`src/rtl/fetch_stage.sv`:
```
// rtl/fetch_stage.sv - P7 MIPS fetch stage: PC register, next-PC select, F/D pipeline register
module fetch_stage #(
    parameter logic [31:0] PC_RESET   = 32'h0000_3000,
    parameter logic [31:0] HANDLER_PC = 32'h0000_4180,
    parameter logic [31:0] IM_BASE    = 32'h0000_3000,
    parameter logic [31:0] IM_END     = 32'h0000_6ffc
) (
    input  logic        clk,
    input  logic        reset,
    input  logic        stall,
    input  logic        req,
    input  logic        eret,
    input  logic [31:0] epc,
    input  logic        isj,
    input  logic        isb,
    input  logic [1:0]  PCSel,
    input  logic [31:0] rs_val_D,
    input  logic [31:0] instr_F,
    output logic [31:0] pc_F,
    output logic [31:0] IR_D,
    output logic [31:0] PC_D,
    output logic        BD_D,
    output logic [4:0]  exc_D
);

    logic        fault_F;
    logic [31:0] word_F;
    logic [4:0]  exc_F;
    logic [31:0] btarget;
    logic [31:0] jtarget;
    logic [31:0] next_pc;

    assign fault_F = (pc_F[1:0] != 2'b00) || (pc_F < IM_BASE) || (pc_F > IM_END);
    assign word_F  = fault_F ? 32'h0000_0000 : instr_F;
    assign exc_F   = fault_F ? 5'd4 : 5'd0;

    assign btarget = PC_D + 32'd4 + {{14{IR_D[15]}}, IR_D[15:0], 2'b00};
    assign jtarget = {PC_D[31:28], IR_D[25:0], 2'b00};

    // Redirects come from the instruction in D, so instr_F never reaches next_pc.
    always_comb begin
        next_pc = pc_F + 32'd4;
        if (req)
            next_pc = HANDLER_PC;
        else if (eret)
            next_pc = epc;
        else if (stall)
            next_pc = pc_F;
        else if (PCSel == 2'd1 && isj)
            next_pc = jtarget;
        else if (PCSel == 2'd1 && isb)
            next_pc = btarget;
        else if (PCSel == 2'd2)
            next_pc = rs_val_D;
    end

    always_ff @(posedge clk or posedge reset) begin
        if (reset)
            pc_F <= PC_RESET;
        else
            pc_F <= next_pc;
    end

    // Delay slot is always kept; only req/eret squash it.
    always_ff @(posedge clk or posedge reset) begin
        if (reset) begin
            IR_D  <= 32'h0000_0000;
            PC_D  <= 32'h0000_0000;
            BD_D  <= 1'b0;
            exc_D <= 5'd0;
        end else if (req || eret) begin
            IR_D  <= 32'h0000_0000;
            PC_D  <= 32'h0000_0000;
            BD_D  <= 1'b0;
            exc_D <= 5'd0;
        end else if (!stall) begin
            IR_D  <= word_F;
            PC_D  <= pc_F;
            BD_D  <= (PCSel != 2'd0);
            exc_D <= exc_F;
        end
    end

endmodule
```
`config.mk`:
```
export PLATFORM = sky130hd
export DESIGN_NAME = fetch_stage
export DESIGN_NICKNAME = d
export VERILOG_FILES = /design/src/rtl/fetch_stage.sv
export SDC_FILE = /design/constraint.sdc
export NUM_CORES = 1
export LEC_CHECK = 0
export CORE_AREA = 2 2 127 129
export DETAILED_ROUTE_END_ITERATION = 10
export DIE_AREA = 0 0 129 131
export PLACE_DENSITY = 0.8
export SYNTH_ARGS = -nofsm -noshare
export SYNTH_HDL_FRONTEND = slang
export SYNTH_SLANG_ARGS = --single-unit
```
`constraint.sdc`:
```
create_clock -name clk -period 3.71 [get_ports clk]
set_clock_uncertainty 0.15 [all_clocks]
set_input_delay 0.742 -clock clk [delete_from_list [all_inputs] [get_ports clk]]
set_output_delay 0.742 -clock clk [all_outputs]
set_load 0.01 [all_outputs]
```
== Yosys cells after proc, flatten, opt, wreduce, memory -nomap -nowiden ==
Index checks and enable logic that the tools add are counted.
W data, S select, Z words.
Storage, ports and cells
  bits in registers: 102
  bits of input ports: 105
  output and inout bits: 102
  logic and storage cells: 37
Cells by class
  add/sub/neg operators: 3
  $lt $le $gt $ge: 2
  equal/unequal tests: 4
  mux-type cells: 16
  reduce and logical (&&, ||, !) cells: 7
Operators by type and width (number)
  $mux W32: 11
  $add A32 B3 Y32 const B: 2
  $add A32 B32 Y32: 1
  $gt A32 B15 Y1 const B: 1
  $lt A32 B14 Y1 const B: 1
  $mux W5: 2
  $reduce_bool A2 Y1: 2
  $logic_or A1 B1 Y1: 3
  $mux W3: 1
  $ne A3 B1 Y1 const B: 1
  $eq A2 B1 Y1 const B: 1
  $eq A2 B2 Y1 const B: 1
  $logic_and A1 B1 Y1: 2
  $mux W1: 2
  $ne A2 B1 Y1 const B: 1

== Logic depth before layout (Yosys ltp) ==
  depth after elaboration: 7
  depth in mapped cells: 13
  gate-level depth less buffers: 13

== Least setup slack after synthesis ==
No wires, ideal clock.
  path kind: register to register
  from: register IR_D[1]
  to: register pc_F[27]
  setup time: 0.071 ns
  arrival time: 2.954 ns
  required time: 3.489 ns
  slack: 0.535 ns
  cell stages (with the launch flop): 12
  buffers on the path: 0
  clock period less this slack: 3.175 ns
  path through: dfrtp_1 -> ha_1 -> ha_1 -> inv_1 -> fa_1 -> nor2b_1 -> o2111a_1 -> o21ai_0 -> o31a_1 -> o21ba_2 -> or4_1 -> nand4_1
On the way
  word-level cells in the longest chain between the ends: 6
Ends and longest elaborated chain
  from (decl): RTL line 20  | output logic [31:0] IR_D,
  from (signal assigned): RTL line 77  | IR_D <= word_F;
  $add A32 B32 Y32: RTL line 37  | assign btarget = PC_D + 32'd4 + {{14{IR_D[15]}}, IR_D[15:0], 2'b00};
  $mux W32: RTL line 51  | else if (PCSel == 2'd1 && isb)
  $mux W32: RTL line 49  | else if (PCSel == 2'd1 && isj)
  $mux W32: RTL line 47  | else if (stall)
  $mux W32: RTL line 45  | else if (eret)
  $mux W32: RTL line 43  | if (req)
  to (signal assigned): RTL line 61  | pc_F <= next_pc;
  to (decl): RTL line 19  | output logic [31:0] pc_F,
No other way between the ends. The select of a mux whose other input is x is not followed.
A chain may end at the register's enable or synchronous reset.

== Worst setup path after layout ==
Same ends and word-level chain as after synthesis.

==> metrics.txt <==
Synth top area share 0.322; Synth Area in Simple Gates 0.178; Die ar. 0.0169 sq mm; CTS Hold Bufs 0; vias in the first global route 7632; Synth Register Bits 98; largest family of logic cells by synthesized area compound AO/OA/AOI/OAI gates; worst slew pin tran 827 ps; unrepaired setup endpoints after global routing no; # setup viols final 0; Final Max Slew Viols 0; clock root buffer clkbuf_16; final WL 27300 um; f_max 284 MHz; PostCTS Resize Cnt 0; die height 131 um; HPWL after DPL 20200 um; Final Util 0.644; EDFF count, synth 0; most frequent cells in the layout 202 x clkdlybuf4s50_1, 97 x nand2_1, 96 x dfrtp_1; Syn Std Cell Area 0.00747 sq mm; I/O pin total 207; Die X 129 um; r2r worst-path depth 11; Post-CTS Setup Bufs 0; register area share after synthesis 0.329; Via density 6.32; RR Startpoint IR_D[1]$_DFFE_PP0P_; Hold WC Path Type reg2reg; Fin Setup TNS 0 ps; initial antenna violation count 1; Overall Global Routing Usage 0.319; CP Data Required Time 3860 ps; FFs w/ async S/R, synth 1.00; clock tree buffer depth 2; critical path capture point type flop; reg2reg setup slack 190 ps; Critical R2R Capture pc_F[27]$_DFFE_PP0P_; commonest non-fill, non-tap cell in the layout clkdlybuf4s50_1; CP Launch Point IR_D[1]$_DFFE_PP0P_; synth unique cells 69; Area Growth Syn to Fin 34.5%; # H-tree levels 3; Hold Path Stages 2; initial core utilization 0.479; Hold Crit Endpoint BD_D$_DFFE_PP0P_; largest net degree at the start of global routing 59; Sink Count 98; fin crit share 0.948; Placement Cell Area 0.00975 sq mm; final instance area 0.0100 sq mm; Post-DRT Antenna Nets 0; Core Region 0.0156 sq mm; post-synthesis mux area share 0.00687; Synth Area in Compound Gates 0.289; gp weighted congestion 1.01; Synth area leaders dfrtp_1 32%, ha_1 9.7%, a22o_1 7.6%; Post-route DRC 0; final hold violation count 0; synth warn 0; area leader, netlist dfrtp_1; pre-CTS setup slack 191 ps; critical path class reg2reg; Arr. time, crit path 3670 ps; DR WL/cell 21.4 um; Post-layout nets 1220; n_diodes 0; Avg Cell Area, Syn 8.58 sq um; adder and majority cell fraction of the synthesized area 0.0998; grt ovf 0; share of layout cells above drive strength 1 0.0594; clock latency on the worst-skew pair 360 ps; min Tclk post-route 3520 ps; Most used DFF post-synth dfrtp_1; CTS tree built; first-pass GRT wire length 41500 um; Via Count 8063; critical-path maximum fanout 5; buffers added on ports 202; status finished, final reports clean; slack of the critical path 193 ps; Worst setup SP type flop; pwr/cell area 274 mW/mm^2; First DRT Iteration DRCs 750; Inserted Clock Buffers 9; clock slew seen by the registers of the worst setup and hold paths 70 ps; drt pass-1 iters 5; cell count after synthesis 871; hold path start BD_D$_DFFE_PP0P_; row cnt 46; leak pwr 4.40 nW; Max VDD drop 0.219 mV; relative slew slack 0.442; Max-Cap Viols 0; XOR/XNOR Fraction of Synth Area 0.0481
[how the worst max path moves through the flow]
stage / endpoint / cells past startpoint
after floorplan: BD_D$_DFFE_PP0P_ / 1
after global placement: pc_F[27]$_DFFE_PP0P_ / 11
after detailed placement: pc_F[27]$_DFFE_PP0P_ / 11
after CTS: pc_F[27]$_DFFE_PP0P_ / 11
after global routing: pc_F[27]$_DFFE_PP0P_ / 11
final: pc_F[27]$_DFFE_PP0P_ / 11
[critical path, stage by stage, from the launching register on]
cell and delay [ps]:
dfrtp_1 420, ha_1 310, ha_1 190, inv_1 60, fa_1 400, nor2b_1 220, o2111a_1 250, o21ai_1 170
o31a_1 380, o21ba_2 270, or4_1 530, nand4_1 110
[cell usage after synthesis (9+ instances only)]
master    instances
inv_1            16
nor4_1           11
nor3_1           23
a21o_1            9
a211oi_1         16
xnor2_1          19
nand4_1          15
clkbuf_1         49
nand3_1          21
a31oi_1          11
nand2_1          97
o22ai_1           9
a22o_1           65
a21oi_1          72
dfrtp_1          96
o21a_1           10
nor2_1           52
nor2b_1          10
o211ai_1         15
ha_1             58
and3_1           10
o21ai_0          54
xor2_1           22
[power breakdown]
group	internal [mW]	switching, mW	total [mW]
sequential	1.11	0.0796	1.19
clock	0.538	0.454	0.991
combinational	0.289	0.288	0.577
total	1.93	0.821	2.75
[metal layers]
layer | GRT usage | share of wire | wire length, um
met1 | 0.426 | 0.41 | 11300
met2 | 0.499 | 0.46 | 12400
met3 | 0.0790 | 0.096 | 2610
met4 | 0.130 | 0.035 | 966
met5 | 0 | 0.00048 | 13
[through the flow]
| step | instances | hold WS [ps] | power, mW |
|---|---|---|---|
| 6_report | 1276 | 321 | 2.75 |
| 5_1_grt | 1276 | 348 | 2.84 |
| 4_1_cts | 1276 | 326 | 2.74 |
| 3_5_place_dp | 1261 | 310 | 1.77 |
| 3_3_place_gp | 1261 | 301 | 1.76 |
| 2_1_floorplan | 874 | 357 | 1.45 |
[sequential cells by signal, indices dropped and copies added, names as in the netlist]
signal	count
PC_D	32
pc_F	32
IR_D	32
BD_D	1
exc_D	1
[cell type report]
class / count / area (sq um)
tap: 216 / 270
fill: 1325 / 5550
inverter: 17 / 66.3
sequential: 98 / 2450
clock inverter: 5 / 53.8
clock buffer: 10 / 239
multi-input combinational: 695 / 4670
timing repair buffer: 235 / 2290
[kinds of logic after synthesis]
logic type	count (synthesis)
AO/OA/AOI/OAI	312
other	1
buffers and inverters	81
flip-flops	98
AND/OR/NAND/NOR	274
adder cells (fa/ha/maj)	59
multiplexers	5
XOR/XNOR	41
Power figures use the tool's default switching activity.
